## config.mk

```make
export PLATFORM = sky130hd
export DESIGN_NAME = mema_loader
export DESIGN_NICKNAME = d
export VERILOG_FILES = /design/src/rtl/sa_pkg.sv /design/src/rtl/sa_tile_counter.sv /design/src/rtl/mema_loader.sv
export SDC_FILE = /design/constraint.sdc
export NUM_CORES = 1
export LEC_CHECK = 0
export CORE_MARGIN = 2
export CORE_UTILIZATION = 43
export CTS_BUF_LIST = sky130_fd_sc_hd__clkbuf_4 sky130_fd_sc_hd__clkbuf_8
export CTS_CLUSTER_SIZE = 12
export DETAILED_ROUTE_END_ITERATION = 6
export PLACE_DENSITY = 0.81
export SLEW_MARGIN = 20
export SYNTH_ARGS = -nofsm -noshare
export SYNTH_HDL_FRONTEND = slang
export SYNTH_SLANG_ARGS = --single-unit
```

## constraint.sdc

```tcl
create_clock -name clk -period 2.9 [get_ports clk]
set_input_delay 0.29 -clock clk [delete_from_list [all_inputs] [get_ports clk]]
set_output_delay 0.29 -clock clk [all_outputs]
set_load 0.03 [all_outputs]
```

## src/rtl/sa_pkg.sv

```systemverilog
// ---------------------------------------------------------------------------
// sa_pkg -- shared definitions for the systolic-array feeder blocks.
//
// Contents:
//   loader_state_t  : state encoding of the memA loader FSM
//   run_cycles()    : length of the fill+compute+drain window for a DIMxDIM
//                     array (the skewed diagonals need 3*DIM-2 cycles)
//   DEF_*           : default element widths and array dimension
// ---------------------------------------------------------------------------
package sa_pkg;

  localparam int DEF_BITS_AB = 8;
  localparam int DEF_BITS_C  = 16;
  localparam int DEF_DIM     = 8;

  typedef enum logic [1:0] {
    IDLE = 2'd0,
    LOAD = 2'd1,
    RUN  = 2'd2,
    DONE = 2'd3
  } loader_state_t;

  function automatic int run_cycles(input int dim);
    return 3 * dim - 2;
  endfunction

endpackage

```

## src/rtl/sa_tile_counter.sv

```systemverilog
// ---------------------------------------------------------------------------
// sa_tile_counter -- parameterised up-counter with clear, increment enable
// and terminal-count flag.
//
// Ports:
//   clk   : clock, state on posedge
//   rst   : asynchronous active-high reset (count -> 0)
//   clr   : synchronous clear, has priority over inc
//   inc   : count up by one
//   cnt_o : current count
//   tc_o  : high while cnt_o == TC_VAL
// ---------------------------------------------------------------------------
module sa_tile_counter #(
  parameter int WIDTH  = 4,
  parameter int TC_VAL = 7
) (
  input  logic             clk,
  input  logic             rst,
  input  logic             clr,
  input  logic             inc,
  output logic [WIDTH-1:0] cnt_o,
  output logic             tc_o
);

  logic [WIDTH-1:0] cnt_q;
  logic [WIDTH-1:0] cnt_d;

  always_comb begin
    cnt_d = cnt_q;
    if (clr) begin
      cnt_d = '0;
    end else if (inc) begin
      cnt_d = cnt_q + 1'b1;
    end
  end

  always_ff @(posedge clk or posedge rst) begin
    if (rst) begin
      cnt_q <= '0;
    end else begin
      cnt_q <= cnt_d;
    end
  end

  assign cnt_o = cnt_q;
  assign tc_o  = (cnt_q == WIDTH'(TC_VAL));

endmodule

```

## src/rtl/mema_loader.sv

```systemverilog
// ---------------------------------------------------------------------------
// mema_loader -- upstream feeder for the A-operand skew buffer (memA).
//
// Accepts DIM rows of the A tile over a valid/ready handshake, writes each
// one into memA (en=1, WrEn=1) the cycle after it is accepted, then keeps
// memA enabled with zero data for RUN_CYC cycles so the skewed diagonals
// drain through the array, and finally pulses done.
//
// Ports:
//   clk      : clock, all state on posedge
//   rst      : asynchronous active-high reset
//   abort    : synchronous abort, back to IDLE from any state
//   in_valid : host row valid
//   in_ready : loader can take a row this cycle (combinational)
//   in_row   : packed row, element i at [i*BITS_AB +: BITS_AB]
//   en       : memA enable            (registered)
//   WrEn     : memA write enable      (registered)
//   Ain      : row data to memA       (registered)
//   busy     : high in LOAD or RUN    (registered)
//   done     : one-cycle pulse at the end of RUN (registered)
// ---------------------------------------------------------------------------
module mema_loader
  import sa_pkg::*;
#(
  parameter int BITS_AB = DEF_BITS_AB,
  parameter int DIM     = DEF_DIM
) (
  input  logic                      clk,
  input  logic                      rst,
  input  logic                      abort,
  input  logic                      in_valid,
  output logic                      in_ready,
  input  logic [DIM*BITS_AB-1:0]    in_row,
  output logic                      en,
  output logic                      WrEn,
  output logic signed [BITS_AB-1:0] Ain [DIM],
  output logic                      busy,
  output logic                      done
);

  localparam int ROWBITS = $clog2(DIM);
  localparam int ROWCW   = ROWBITS + 1;
  localparam int RUN_CYC = run_cycles(DIM);
  localparam int RUNW    = (RUN_CYC > 1) ? $clog2(RUN_CYC) : 1;

  loader_state_t             state_q;
  logic                      en_q;
  logic                      wren_q;
  logic                      busy_q;
  logic                      done_q;
  logic signed [BITS_AB-1:0] ain_q [DIM];

  logic signed [BITS_AB-1:0] row_elem [DIM];

  logic [ROWCW-1:0] row_cnt;
  logic             row_last;
  logic             row_clr;
  logic             row_inc;
  logic [RUNW-1:0]  run_cnt;
  logic             run_last;
  logic             run_clr;
  logic             run_inc;

  logic accept;
  logic row_bad;
  logic run_bad;

  // Unpack the host row into per-element signed lanes.
  for (genvar gi = 0; gi < DIM; gi++) begin : g_unpack
    assign row_elem[gi] = in_row[gi*BITS_AB +: BITS_AB];
    assign Ain[gi]      = ain_q[gi];
  end

  // Counters that can only reach these values through corruption; seeing
  // one sends the FSM back to IDLE rather than running off the end.
  assign row_bad = (row_cnt >= ROWCW'(DIM));
  assign run_bad = (run_cnt >= RUNW'(RUN_CYC));

  // in_ready never looks at in_valid, so the handshake has no comb loop.
  always_comb begin
    in_ready = 1'b0;
    if (!abort) begin
      case (state_q)
        IDLE:    in_ready = 1'b1;
        LOAD:    in_ready = !row_bad;
        default: in_ready = 1'b0;
      endcase
    end
  end

  assign accept = in_valid && in_ready;

  // Counter control.
  always_comb begin
    row_clr = 1'b0;
    row_inc = 1'b0;
    run_clr = 1'b0;
    run_inc = 1'b0;
    if (abort) begin
      row_clr = 1'b1;
      run_clr = 1'b1;
    end else begin
      case (state_q)
        IDLE: begin
          row_inc = accept;
        end
        LOAD: begin
          if (row_bad) begin
            row_clr = 1'b1;
          end else begin
            row_inc = accept;
          end
        end
        RUN: begin
          // Clear at the terminal count instead of wrapping so run_cnt is
          // already zero when DONE is entered.
          if (run_last || run_bad) begin
            run_clr = 1'b1;
          end else begin
            run_inc = 1'b1;
          end
          if (run_bad) begin
            row_clr = 1'b1;
          end
        end
        default: begin
          row_clr = 1'b1;
          run_clr = 1'b1;
        end
      endcase
    end
  end

  sa_tile_counter #(
    .WIDTH  (ROWCW),
    .TC_VAL (DIM - 1)
  ) u_row_cnt (
    .clk   (clk),
    .rst   (rst),
    .clr   (row_clr),
    .inc   (row_inc),
    .cnt_o (row_cnt),
    .tc_o  (row_last)
  );

  sa_tile_counter #(
    .WIDTH  (RUNW),
    .TC_VAL (RUN_CYC - 1)
  ) u_run_cnt (
    .clk   (clk),
    .rst   (rst),
    .clr   (run_clr),
    .inc   (run_inc),
    .cnt_o (run_cnt),
    .tc_o  (run_last)
  );

  // FSM and registered outputs. The outputs describe what memA sees in the
  // cycle after each edge, so the last RUN output cycle coincides with the
  // DONE state and the done pulse coincides with the first IDLE cycle.
  always_ff @(posedge clk or posedge rst) begin
    if (rst) begin
      state_q <= IDLE;
      en_q    <= 1'b0;
      wren_q  <= 1'b0;
      busy_q  <= 1'b0;
      done_q  <= 1'b0;
      for (int i = 0; i < DIM; i++) begin
        ain_q[i] <= '0;
      end
    end else if (abort) begin
      state_q <= IDLE;
      en_q    <= 1'b0;
      wren_q  <= 1'b0;
      busy_q  <= 1'b0;
      done_q  <= 1'b0;
      for (int i = 0; i < DIM; i++) begin
        ain_q[i] <= '0;
      end
    end else begin
      en_q   <= 1'b0;
      wren_q <= 1'b0;
      done_q <= 1'b0;
      case (state_q)
        IDLE, LOAD: begin
          if (state_q == LOAD && row_bad) begin
            state_q <= IDLE;
            busy_q  <= 1'b0;
            for (int i = 0; i < DIM; i++) begin
              ain_q[i] <= '0;
            end
          end else if (accept) begin
            en_q    <= 1'b1;
            wren_q  <= 1'b1;
            busy_q  <= 1'b1;
            state_q <= row_last ? RUN : LOAD;
            for (int i = 0; i < DIM; i++) begin
              ain_q[i] <= row_elem[i];
            end
          end else begin
            // No accept: memA holds, Ain keeps its last value.
            busy_q <= (state_q == LOAD);
          end
        end
        RUN: begin
          for (int i = 0; i < DIM; i++) begin
            ain_q[i] <= '0;
          end
          if (run_bad) begin
            state_q <= IDLE;
            busy_q  <= 1'b0;
          end else begin
            en_q    <= 1'b1;
            state_q <= run_last ? DONE : RUN;
            busy_q  <= !run_last;
          end
        end
        default: begin
          done_q  <= 1'b1;
          busy_q  <= 1'b0;
          state_q <= IDLE;
        end
      endcase
    end
  end

  assign en   = en_q;
  assign WrEn = wren_q;
  assign busy = busy_q;
  assign done = done_q;

endmodule

```

---- Word level (Yosys, flattened, before mapping) ----
Cells that the tools add are included.
word-level totals
  flip-flop bits (word level) ............. 79
  input bits .............................. 68
  logic and storage cells ................. 80
operators by class
  add/sub/neg operators ................... 2
  reduce and logical (&&, ||, !) cells .... 12
  multiplexer cells ....................... 44
  equal/unequal tests ..................... 5
  $lt $le $gt $ge ......................... 2
operator list
  cell                                                    count
  two-way mux 64 bit                                      3
  one-hot mux 64 bit (2 select lines)                     1
  two-way mux 1 bit                                       24
  two-way mux 2 bit                                       5
  two-way mux 5 bit                                       2
  one-hot mux 1 bit (2 select lines)                      5
  two-way mux 4 bit                                       2
  adder 5 x 1 -> 5 bit (second input constant)            1
  equality test 5 bit (second input constant)             1
  >= comparator 5 bit (second input constant)             1
  adder 4 x 1 -> 4 bit (second input constant)            1
  equality test 4 x 3 -> 1 bit (second input constant)    1
  >= comparator 4 bit (second input constant)             1
  inequality test 4 x 1 -> 1 bit (second input constant)  1
  one-hot mux 2 bit (2 select lines)                      1
  nonzero test 2 bit                                      2
  one-hot mux 1 bit (3 select lines)                      1
  nonzero test 3 bit                                      1
  OR reduction 3 bit                                      1
  equality test 2 x 1 -> 1 bit (second input constant)    1
  equality test 2 bit (second input constant)             1
  logical AND 1 bit                                       2
  zero test 1 bit                                         2
  zero test 2 bit                                         1
  3 further kinds                                         3

---- Longest topological paths before layout ----
Gate-level depths: netlist (run 1).
  depth after elaboration ................. 10
  gate-level depth with buffers ........... 6

---- Cells and area by module ----
From an unflattened synthesis (run 1), not the netlist that was laid out.
unflattened totals
  cell total of the unflattened synthesis .. 296
  area, all modules ....................... 3,478.3 sq um
modules (own cells, without submodules)
  module                        cells an instance  instances  seq. area each (sq um)  area each (sq um)
  mema_loader                   251                1          1,751.7                 2,969.1
  sa_tile_counter at u_run_cnt  26                 1          125.1                   305.3
  sa_tile_counter at u_row_cnt  19                 1          100.1                   203.9

---- Least setup slack after synthesis (run 1) ----
Ideal clock, no wire load.
  path type ............................... flip-flop to flip-flop
  from .................................... register u_run_cnt.cnt_q[0] (netlist: u_run_cnt.cnt_o[0])
  to ...................................... register u_run_cnt.cnt_q[3] (netlist: u_run_cnt.cnt_o[3])
  path buffers ............................ 0
  period minus slack after synthesis ...... 1.565 ns
  setup time .............................. 0.110 ns
  path slack .............................. 1.335 ns
  arrival time ............................ 1.454 ns
  cell stages (with the launch flop) ...... 6
  path through ............................ dfrtp_1 > inv_1 > ha_1 > nor4_2 > o21bai_1 > o41ai_1
between the ends
  word-level cells in the longest chain between the ends .. 6
  elaborated cells between the ends (all ways) .. 13
  classes of those cells .................. 1 x add/sub; 1 x order compare; 1 x eq/ne; 8 x mux; 2 x reduce/logical
ends and longest elaborated chain
  item                                                                            RTL line                                  RTL
  from (decl)                                                                     sa_tile_counter.sv:25                     logic [WIDTH-1:0] cnt_q;
  from (signal assigned)                                                          sa_tile_counter.sv:41                     cnt_q <= cnt_d;
  >= comparator 5 bit / equality test 5 bit (equally long branches)               mema_loader.sv:77, sa_tile_counter.sv:46
  logical OR 1 bit                                                                mema_loader.sv:117                        if (run_last || run_bad) begin
  two-way mux 1 bit                                                               mema_loader.sv:117
  one-hot mux 1 bit (2 select lines) / two-way mux 1 bit (equally long branches)  mema_loader.sv:103                        case (state_q)
  two-way mux 1 bit                                                               mema_loader.sv:99                         if (abort) begin
  two-way mux 5 bit / nonzero test 2 bit (equally long branches)                  n/a
Parallel ways exist; a longest one is shown, timed or not. The select of a mux whose other input is x is not followed.
A chain may end at the register's enable or synchronous reset.

---- Worst setup path in the final report (run 1) ----
  from .................................... register state_q[0]
  to ...................................... output port in_ready
between the ends
  word-level cells in the longest chain between the ends .. 3
  elaborated cells between the ends (all ways) .. 4
  classes of those cells .................. 1 x eq/ne; 2 x mux; 1 x reduce/logical
ends and longest elaborated chain
  item                                                                    RTL line            RTL
  from (decl)                                                             mema_loader.sv:46   loader_state_t state_q;
  from (signal assigned)                                                  mema_loader.sv:196  state_q <= row_last ? RUN : LOAD;
  from (signal assigned)                                                  mema_loader.sv:214  state_q <= run_last ? DONE : RUN;
  equality test 2 x 1 -> 1 bit / zero test 2 bit (equally long branches)  mema_loader.sv:83   case (state_q)
  one-hot mux 1 bit (2 select lines) (*)                                  mema_loader.sv:83
  two-way mux 1 bit (*)                                                   mema_loader.sv:82   if (!abort) begin
  to (decl)                                                               mema_loader.sv:32   output logic in_ready,
Mark *: on every way between the ends. The rest lies on a longest branch, timed or not.

==> results.yml, run 1 <==
sta:
  tightest_slew_ns: 0.588
  max_slew_margin_pct: 60.8
  skew_ns: 0.00569
  post-route-period-util_pct: 84.3
  finalSetupViolations: 0
  slew_violations: 0
  fin_tns_setup_ns: 0
  hold_viol: 0
  fin_crit_ns: 2.45
  rsz0062_at_grt: "no"
  fmax_mhz: 409
yosys:
  yosys-top-cells-area: "dfrtp_1, a22o_1, ha_1"
  synth-main-ff-cell: "dfrtp_1"
  synthDistinctLibCells: 37
  syn-instance-count: 236
  synth_warnings: 0
  async_flop_share_pct: 100
  syn_area_per_cell_sq_um: 13.4
  synth_edf_count: 0
  synth_seq_cells: 79
  synth_fp_nets: 309
  synth_area_sq_um: 3160
  synth_top_cell_area_share_pct: 62.5
  synth-seq-area-share_pct: 62.5
  post-synth-top-area-cell: "dfrtp_1"
route:
  drt_iter0_markers: 104
  drt_pass1_iterations: 4
  wl_um: 7940
  avgRoutedWirePerCell_um: 16.7
  drc: 0
  drt.antenna.violating_nets: 0
  avgViaCountPerCell: 5.37
  vias: 2544
grt:
  grt.overflow.total: 0
  track_usage_pct: 20.0
  antenna_found_initial: 0
  grt_max_degree: 65
  grt_first_pass_wirelength_um: 13000
  grt_pass1_vias: 2556
clocking:
  cts_tree: "yes"
  cts_buffers: 9
  clk_path_buf_depth: 2
  cts_resized: 0
  clk_latency_ns: 0.34
  clkSinkCount: 79
  clk_pin_slew_ns: 0.08
  cts.htree.levels: 3
  cts_hold_buffers: 0
  cts_root_buf: "clkbuf_8"
  postCtsSetupRepairBufs: 0
final_layout:
  drive_gt1_share_pct: 7.47
  final_core_util_pct: 67.8
  nets: 443
  area_delta_synth_final_pct: 53.9
  fillers: 545
  antenna_cells: 0
pwr:
  ir_drop_mv: 0.240
  powerDensity_nw_per_um2: 539
  total_power_w: 0.00262
  total_leakage_power_nw: 2.12
worst_setup_path:
  slowest_delay_ns: 0.70
  path_class: "flip-flop to output pin"
  end_kind: "output pin"
  cp.arrival_ns: 2.16
  path_cells: "a211o_1 > inv_1 > clkdlybuf4s50_1"
  crit_required_ns: 2.61
  rrSetupSlack_ns: 1.00
  cpMaxStageDelayCell: "clkdlybuf4s50_1"
  critPathMaxFanout: 12
  cp_top_family: "buffers and inverters"
  r2r_cells: 5
  startpoint: "state_q[0]$_DFFE_PP0P_"
  r2r-start: "u_run_cnt.cnt_o[0]$_DFFE_PP0P_"
  cp-start-kind: "flip-flop"
  path_depth: 3
  crit_buf_inv: 2
floorplanning:
  die_w_um: 89.8
  core_area_sq_um: 7180
  row_count: 31
  ios: 137
  start_util_pct: 44.1
  die_area_sq_um: 8060
  dieHeight_um: 89.8
place:
  gp_congestion: 0.783
  hpwl_um: 5450
  port-buffer-count: 136
min_path:
  hp-class: "input pin to asynchronous set/reset pin"
outcome:
  status: "finished clean"
flow_run:
  cap_violations: 0
-- kinds of logic (layout without fill, tap and decap cells) --
kind of cell    after synthesis  after routing  share of synthesized area, %
compound gates               96             96                          25.3
fa+ha+maj                     5              5                          1.98
buf+inv                      28            167                          4.39
flops                        79             79                          62.5
simple gates                 28             28                          5.81
-- synthesized netlist by cell type, types with 2 or more instances --
master    instances
a22o_1           65
nor4b_1           3
ha_1              5
nand3_1           3
clkbuf_1          2
a211o_1           3
o211ai_1          2
or3_1             3
nor2_1            3
o21ai_0           7
buf_4             5
a211oi_1          6
nand2_1           4
dfrtp_1          79
or3b_2            2
buf_2            12
inv_1             9
o22ai_1           2
nand2b_1          2
nand3b_1          2
-- worst paths after layout --
check | end
max | in_ready
min | Ain[31]$_DFFE_PP0P_
max reg2reg | u_run_cnt.cnt_o[3]$_DFFE_PP0P_
min reg2reg | Ain[22]$_DFFE_PP0P_
max in group asynchronous | Ain[1]$_DFFE_PP0P_
min in group clk | Ain[22]$_DFFE_PP0P_
-- power by group --
part	leakage, nW	switching, W	total [W]	internal, W
clock	0.121	0.000383	0.000976	0.000593
combinational	0.941	0.000231	0.000455	0.000224
sequential	1.06	0.0000355	0.00119	0.00116
-- state kept, by name, indices dropped and copies added, names as in the netlist --
signal,count
u_row_cnt.cnt_o,4
busy,1
state_q,2
en,1
done,1
Ain,64
WrEn,1
u_run_cnt.cnt_o,5
-- cells in the final DEF (no fill, tap or decap), types with 4 or more instances in the layout --
cell	instances
clkdlybuf4s50_1	136
clkbuf_8	9
a22o_1	65
dfrtp_1	79
nand2_1	4
o21ai_0	7
ha_1	5
a211oi_1	6
inv_1	8
buf_4	4
-- final cells by class --
class                   count  area [sq um]  share of cell area (%)
flip-flops and latches     79          1980                    40.6
clock buffers              11           139                    2.85
multi-input cells         129          1050                    21.7
repair buffers            142          1430                    29.4
inverters                   9          35.0                   0.720
well taps                  99           124                    2.54
clock inverters             5           106                    2.19
-- stage by stage --
stage          std cells  setup slack, ns  hold slack [ns]  instance area, sq um
2_1_floorplan        236            0.587            0.423                  3160
3_3_place_gp         458            0.701            0.487                  4620
3_5_place_dp         458            0.706            0.490                  4620
4_1_cts              474            0.461            0.326                  4870
5_1_grt              474            0.396            0.345                  4870
6_report             474            0.454            0.323                  4870
-- routing by layer --
metal  vias to the layer above  track usage, %  part of all wire [%]
met1                      1263            26.5                    43
met5                         -               0                     0
met3                        12            4.61                   5.5
met2                        99            33.8                    50
li1                       1170               -                     -
met4                         0            4.74                   1.3
Power figures use the tool's default switching activity.
==> inputs of run 2 (changes only) <==
==> constraint.sdc (replaced) <==
create_clock -name clk -period 2.45 [get_ports clk]
set_input_delay 0.245 -clock clk [delete_from_list [all_inputs] [get_ports clk]]
set_output_delay 0.245 -clock clk [all_outputs]
set_load 0.03 [all_outputs]
==> run 2 against run 1 <==
  * Hold slack got worse by 0.12 ns
  * Wire length fell by 0.62%
  * Sequential share of layout area about the same
  * Combinational power increased by 18%
==> results.yml, run 2 (synthesized netlist as in run 1, its figures left out) <==
sta:
  hold_viol: 0
  fin_ws_ns: 0.589
  slew_violations: 0
  fmax_mhz: 537
  skew_ns: 0.0140
  max_slew_margin_pct: 64.5
  rsz0062_at_grt: "no"
  finalSetupViolations: 0
  post-route-period-util_pct: 76.0
  fin_crit_ns: 1.86
  fin_tns_setup_ns: 0
  tightest_slew_ns: 0.527
worst_setup_path:
  crit_required_ns: 2.20
  end_kind: "output pin"
  critPathMaxFanout: 12
  startpoint: "state_q[0]$_DFFE_PP0P_"
  cp-start-kind: "flip-flop"
  path_class: "flip-flop to output pin"
  cp.arrival_ns: 1.62
  r2r-start: "u_run_cnt.cnt_o[0]$_DFFE_PP0P_"
flow_run:
  cap_violations: 0
place:
  post-place-ws_ns: 0.526
  hpwl_um: 5490
  port-buffer-count: 136
  gp_congestion: 0.840
  placed_area_sq_um: 4640
final_layout:
  nets: 444
  fillers: 533
  final_cell_mix: "clkdlybuf4s50_1, dfrtp_1, a22o_1"
  design_area_sq_um: 4860
  antenna_cells: 0
  layout.area.seq_sq_um: 1980
  largest_reg_flops: 64
  final_common_cell: "clkdlybuf4s50_1"
  multi_input_area_sq_um: 1050
  area_delta_synth_final_pct: 53.8
  drive_gt1_share_pct: 7.98
floorplanning:
  row_count: 31
  start_util_pct: 44.1
  dieHeight_um: 89.8
  die_area_sq_um: 8060
  core_area_sq_um: 7180
  die_w_um: 89.8
  ios: 137
pwr:
  total_leakage_power_nw: 2.11
  ir_drop_mv: 0.318
  total_power_w: 0.00303
  powerDensity_nw_per_um2: 624
route:
  avgRoutedWirePerCell_um: 16.6
  drt_iter0_markers: 70
  wl_um: 7890
  drc: 0
  avgViaCountPerCell: 5.40
  drt.antenna.violating_nets: 0
  drt_pass1_iterations: 4
  vias: 2567
clocking:
  cts_root_buf: "clkbuf_8"
  postCtsSetupRepairBufs: 0
  cts_buffers: 9
  cts_hold_buffers: 0
  clk_latency_ns: 0.34
  cts_resized: 0
  clkSinkCount: 79
  cts_tree: "yes"
  cts.htree.levels: 3
  clk_path_buf_depth: 2
  clk_pin_slew_ns: 0.09
grt:
  grt_pass1_vias: 2511
  grt_max_degree: 66
  track_usage_pct: 19.9
  grt.overflow.total: 0
  antenna_found_initial: 0
  grt_first_pass_wirelength_um: 13100
outcome:
  status: "finished clean"
min_path:
  hp-class: "input pin to asynchronous set/reset pin"
-- run 2: per-layer routing --
layer | part of all wire [%] | routed length (um) | GRT usage [%] | vias to the layer above
li1 | - | - | - | 1180
met3 | 6.1 | 479 | 4.11 | 11
met1 | 44 | 3440 | 26.9 | 1275
met2 | 49 | 3880 | 32.9 | 101
met4 | 1.1 | 90 | 5.38 | 0
met5 | 0 | 0 | 0 | -
-- run 2: report_power, final --
part	switching (W)	leakage, nW	internal, W	total, W
combinational	0.000271	0.951	0.000268	0.000539
clock	0.000491	0.107	0.000591	0.00108
sequential	0.0000422	1.06	0.00137	0.00141
-- run 2: layout make-up --
cell class | count | area share, %
flip-flops and latches | 79 | 40.6
multi-input cells | 129 | 21.7
clock buffers | 10 | 2.70
repair buffers | 143 | 29.8
inverters | 9 | 0.720
clock inverters | 6 | 1.90
well taps | 99 | 2.55
-- run 2: metrics by stage --
stage                     std cells  util, %  hold WS [ns]
after CTS                       475     67.8         0.192
after global routing            475     67.8         0.209
after floorplan                 236        -         0.378
after detailed placement        459     64.7         0.490
after global placement          459     64.7         0.486
final                           475     67.8         0.203
-- run 2: final timing paths --
path | endpoint | slack (ns) | cells after the start
worst min register to register | Ain[22]$_DFFE_PP0P_ | 0.51 | 1
worst max-delay path | in_ready | 0.59 | 3
min in group clk | Ain[33]$_DFFE_PP0P_ | 0.49 | 2
worst min-delay path | Ain[55]$_DFFE_PP0P_ | 0.20 | 2
worst max register to register | u_run_cnt.cnt_o[3]$_DFFE_PP0P_ | 0.63 | 5
max in group asynchronous | Ain[2]$_DFFE_PP0P_ | 1.69 | 3
-- run 2: worst max-delay path, stage by stage (launching register included) --
cell and delay (ns):
dfrtp_1 0.51, a211o_1 0.42, inv_1 0.21, buf_12 0.15
==> variant 1, RTL diff (flow settings as in run 1) <==
Change the package constant `DEF_BITS_AB` from 8 to 9.
--- a/src/rtl/sa_pkg.sv
+++ b/src/rtl/sa_pkg.sv
@@ -11,3 +11,3 @@
 
-  localparam int DEF_BITS_AB = 8;
+  localparam int DEF_BITS_AB = 9;
   localparam int DEF_BITS_C  = 16;
Interface: changed (resized Ain and in_row); port bits go from 137 to 153. No check against the original RTL was run, so the function may have changed too.
==> variant 1 against run 1 <==
Synthesized cell count rose by 7.2%. Synthesized area rose by 8.1%. Routed wire length rose by 9.8%. Critical path depth did not move. Power rose by 2.0%. Design area rose by 6.9%. Sequential share of layout area rose by 1.2 points. Utilization fell by 0.47 points. Setup slack improved by 0.033 ns. Sequential power rose by 10%. Sequential cell count rose by 8. Critical path type unchanged. Critical endpoint unchanged.
==> variant 1: results (changes against run 1) <==
* CTS clk-pin slew, worst paths at 0.09 ns
* R2R Path End: Ain[45]
* Post_cts resized at 0 (unchanged)
* Vias in the first global route at 2743 (+7.3%)
* Total wire length at 8713 um (+9.8%)
* Final net count at 485 (+9.5%)
* Post-DP HPWL at 5991 um (+9.9%)
* Clk_lat worst skew at 0.35 ns
* Ys async rst share at 100.0% (unchanged)
* Main area contributors after synthesis: dfrtp_1 (64%), a22o_1 (18%), ha_1 (1.8%), a21oi_1 (1.5%), buf_2 (1.3%)
* YS warnings at 0 (unchanged)
* Crit path DAT at 2.12 ns (-0.04 ns)
* DRT iter0 DRCs at 106 (+1.9%)
* CTS H-tree depth at 3 (unchanged)
* Vias/cell at 5.374 (+0.12%)
* LEAKAGE at 2.285 nW (+7.9%)
* Diodes inserted at 0 (unchanged)
* Largest net degree at the start of global routing at 50 (-23%)
* Crit-path slowest cell: clkdlybuf4s50_1
* Commonest cells post-synth: dfrtp_1 (87), a22o_1 (72), a21oi_1 (10)
* Syn_nets at 334 (+8.1%)
* Max reg flops at 72 (+13%)
* Initial DRT Pass Iterations at 4 (unchanged)
* Reg2reg setup slack at 0.89 ns (-0.11 ns)
* Clk buf depth at 2 (unchanged)
* Routing usage on met1 at 28.73% (+2.3 points)
* Adder-Cell Fraction of Synth Area at 1.829% (-0.15 points)
* Met2 usage at 32.97% (-0.87 points)
* Hold Buf Count CTS at 0 (unchanged)
* Global Route Usage Sum at 20.87% (+0.85 points)
* Distinct cells, synth at 35 (-5.4%)
* Share of cells above drive strength 1 at 7.579% (+0.11 points)
* Critical path fanouts, max at 20 (+8)
* HP Class: in -> async
* Xor and xnor area share after synthesis at 0% (unchanged)
* Clock skew at 0.009359 ns (+0.003666 ns)
* Routability Congestion at 0.8781 (+12%)
* Routing usage on met3 at 4.271% (-0.34 points)
* Post-CTS setup buffers at 0 (unchanged)
* Synth Area in Compound Gates at 24.69% (-0.63 points)
* FILL cells at 558 (+2.4%)
* RR Startpoint: state_q[1]
* Initial antenna violation count at 0 (unchanged)
* Measured slew at the worst slew-check pin at 0.6072 ns (+0.01926 ns)
* Mux share of post-synthesis cell area at 0% (unchanged)
* Input/output buffers at 152 (+12%)
* CTS root buf: clkbuf_8
* Status: finished, final reports clean
* Placed cell areas at 5000 um2 (+8.2%)
* Total CTS buffers at 9 (unchanged)
* Reg2reg path depth at 5 (unchanged)
* Peak VDD IR at 0.3452 mV (+44%)
* Crit path largest cell delay at 0.68 ns (-0.02 ns)
* Sequential area share after synthesis at 63.64% (+1.1 points)
* First-pass GRT wire length at 14150 um (+8.5%)
==> variant 1: layout make-up <==
type / instances / area, um2 / share of cell area (%)
Clock buffer: 10 / 137.6 / 2.644
Tap cell: 102 / 127.6 / 2.452
Sequential cell: 87 / 2177 / 41.83
Multi-Input combinational cell: 139 / 1086 / 20.87
Clock inverter: 6 / 67.56 / 1.298
Inverter: 7 / 27.53 / 0.5288
Timing Repair Buffer: 160 / 1582 / 30.38
==> variant 1: routing by layer <==
layer,share of wire (%),wire length (um)
met5,0,0
met4,2.5,215
met3,6.8,595
met2,48,4144
met1,43,3758
==> variant 1: cell families after synthesis <==
group | count (synthesis)
adder cells (fa/ha/maj) | 5
buffers and inverters | 27
AND/OR/NAND/NOR | 32
AO/OA/AOI/OAI | 102
flip-flops | 87
==> variant 1: how the worst max path moves through the flow <==
stage	startpoint	end	slack [ns]	depth (start not counted)
after CTS	state_q[1]	in_ready	0.48	3
after detailed placement	in_valid	Ain[55]	0.83	6
after global placement	in_valid	Ain[34]	0.89	6
after floorplan	rst	Ain[0]	0.36	1
final	state_q[1]	in_ready	0.49	3
after global routing	state_q[1]	in_ready	0.37	3
==> variant 1: critical path, delay by kind of cell (launching register included) <==
kind,cells,cell delay [ns]
buffers and inverters,1,0.68
AND/OR/NAND/NOR,1,0.17
AO/OA/AOI/OAI,1,0.32
flip-flops,1,0.61
==> variant 1: report_power, final <==
part	internal, mW	switching (mW)
clock network	0.426	0.436
logic	0.248	0.253
registers	1.27	0.0388
==> variant 1: per-stage QoR <==
| stage | std cells | setup slack (ns) | hold slack, ns | utilization (%) |
|---|---|---|---|---|
| floorplan | 253 | 0.3598 | 0.4297 | - |
| global placement | 495 | 0.8921 | 0.4809 | 64.70 |
| detailed placement | 495 | 0.8314 | 0.4804 | 64.70 |
| CTS | 511 | 0.4778 | 0.1966 | 67.36 |
| global route | 511 | 0.3699 | 0.2247 | 67.36 |
| finish | 511 | 0.4873 | 0.1954 | 67.36 |
==> variant 2, RTL diff (settings of run 1) <==
Made on the original files. The 4 states of `loader_state_t` get a one-hot encoding in 4 bits.
--- a/src/rtl/sa_pkg.sv
+++ b/src/rtl/sa_pkg.sv
@@ -15,7 +15,7 @@
 
-  typedef enum logic [1:0] {
-    IDLE = 2'd0,
-    LOAD = 2'd1,
-    RUN  = 2'd2,
-    DONE = 2'd3
+  typedef enum logic [3:0] {
+    IDLE = 4'b0001,
+    LOAD = 4'b0010,
+    RUN  = 4'b0100,
+    DONE = 4'b1000
   } loader_state_t;
Function: same outputs for any inputs over 10 cycles, from zero or initial values and one cycle with rst high; not proved beyond that.
==> variant 2 against run 1 <==
Setup slack worse by 0.081 ns. Sequential share of layout area is 1.6 points lower. Global-route usage is 1.4 points higher. Non-clock buffer count is 2 higher. Die area is 14% higher. Fmax is 3.2% lower. Routed wire length is 19% higher. Synthesized area is 14% higher. Highest routed layer unchanged. First-iteration DRC count is 52% higher. Design area is 6.9% higher. Sequential cell count is 2 higher.
Power is not compared: it rests on default switching activity, and its combinational part moved more than twofold at a synthesized area within 25%.
==> variant 2: results (changes against run 1) <==
* R2R Path End: Ain[18]
* Hold WS at 0.3580 ns (+0.03540 ns)
* Setup Slack @ Placement at 0.4500 ns (-0.2562 ns)
* Main area contributors after synthesis: dfrtp_1 (55%), o21ai_0 (10%), o21ai_1 (8.3%), nand2_1 (7.2%), buf_6 (2.2%)
* Reg2reg setup slack at 0.73 ns (-0.27 ns)
* Commonest cells post-synth: dfrtp_1 (80), o21ai_0 (74), nand2_1 (69)
* Post-CTS setup buffers at 0 (unchanged)
* Measured slew at the worst slew-check pin at 0.7081 ns (+0.1202 ns)
* First-pass GRT wire length at 15250 um (+17%)
* Ys async rst share at 100.0% (unchanged)
* RR Startpoint: state_q[0]
* Sequential area share after synthesis at 56.01% (-6.5 points)
* Crit path DAT at 2.24 ns (+0.08 ns)
* Total CTS buffers at 9 (unchanged)
* Clk_lat worst skew at 0.34 ns (about the same)
* Peak VDD IR at 0.2680 mV
* Synthesized cell area at 3621 um2 (+14%)
* Max reg flops at 64 (unchanged)
* Switching Share at 34.46%
* Syn_nets at 456 (+48%)
* Clk buf depth at 2 (unchanged)
* Routability Congestion at 0.7918 (+1.1%)
* LEAKAGE at 2.182 nW
* CTS clk-pin slew, worst paths at 0.07 ns
* Largest net degree at the start of global routing at 66 (+1.5%)
* HP Class: in -> async
* Crit-path slowest cell: clkdlybuf4s50_1
* Share of cells above drive strength 1 at 6.420% (-1.0 points)
* DRT iter0 DRCs at 158 (+52%)
* Initial antenna violation count at 0 (unchanged)
* Status: finished, final reports clean
* Post_cts resized at 0 (unchanged)
* CTS H-tree depth at 3 (unchanged)
* Critical path fanouts, max at 9 (-3)
* Reg2reg path depth at 5 (unchanged)
* YS warnings at 0 (unchanged)
* Vias/cell at 5.297 (-1.3%)
* Distinct cells, synth at 40 (+8.1%)
* Input/output buffers at 136 (unchanged)
* Final net count at 583 (+32%)
* Total wire length at 9422 um (+19%)
* Crit path largest cell delay at 0.68 ns (-0.02 ns)
* Vias in the first global route at 3344 (+31%)
* Count leader, synth: dfrtp_1
* Initial DRT Pass Iterations at 5 (+1)
* Clock skew at 0.008371 ns (+0.002677 ns)
* Global Route Usage Sum at 21.39% (+1.4 points)
* Post-DP HPWL at 6331 um (+16%)
variant 2: changes by cell type in the layout (fill, tap and decap cells not counted), sizes merged, moves of 4 or more:
| cell | before | now |
|---|---|---|
| o21ai | 7 | 134 |
| a22o | 65 | 0 |
| nand2 | 4 | 69 |
| a211oi | 6 | 0 |
| nor2 | 3 | 9 |
| a21oi | 2 | 6 |
| nor2b | 0 | 4 |
variant 2: final cells by class:
type	instances	area, um2
Sequential cell	81	2028
Multi-Input combinational cell	265	1408
Tap cell	105	131.4
Clock buffer	11	145.1
Clock inverter	4	20.02
Inverter	9	35.03
Timing Repair Buffer	144	1434
Fill cell	670	2974
variant 2: how the worst max path moves through the flow:
stage	startpoint	end	slack, ns
4_1_cts	state_q[0]	in_ready	0.38
3_3_place_gp	abort	in_ready	0.53
3_5_place_dp	abort	in_ready	0.45
5_1_grt	state_q[0]	in_ready	0.26
2_1_floorplan	rst	Ain[0]	0.53
6_report	state_q[0]	in_ready	0.37
variant 2: through the flow:
step / std cells / instance area [um2]
floorplan: 383 / 3621
detailed placement: 604 / 5036
global route: 619 / 5201
global placement: 604 / 5036
finish: 619 / 5201
CTS: 619 / 5201
variant 2: cell families after synthesis:
| family | Yosys count | share of synthesized area [%] |
|---|---|---|
| simple gates | 103 | 13.27 |
| flops | 81 | 56.01 |
| xor+xnor | 5 | 1.210 |
| compound gates | 152 | 22.32 |
| fa+ha+maj | 5 | 1.728 |
| buf+inv | 37 | 5.460 |
variant 2: power by group through the flow:
| stage | sequential, mW | combinational, mW | clock [mW] |
|---|---|---|---|
| final | 1.36 | 1.03 | 0.715 |
| after global routing | 1.38 | 1.09 | 0.775 |
| after CTS | 1.36 | 1.03 | 0.736 |
| after detailed placement | 1.38 | 1.03 | 0 |
| after global placement | 1.37 | 1.01 | 0 |
| after floorplan | 1.65 | 0.306 | 0 |
variant 2: metal layers:
layer  up-vias  wire length [um]  global-route usage [%]
met5         -                 0                       0
met4         0               260                   10.24
met3        22               611                   5.168
met2       131              4652                   35.90
met1      1556              3898                   25.87
li1       1570                 -                       -
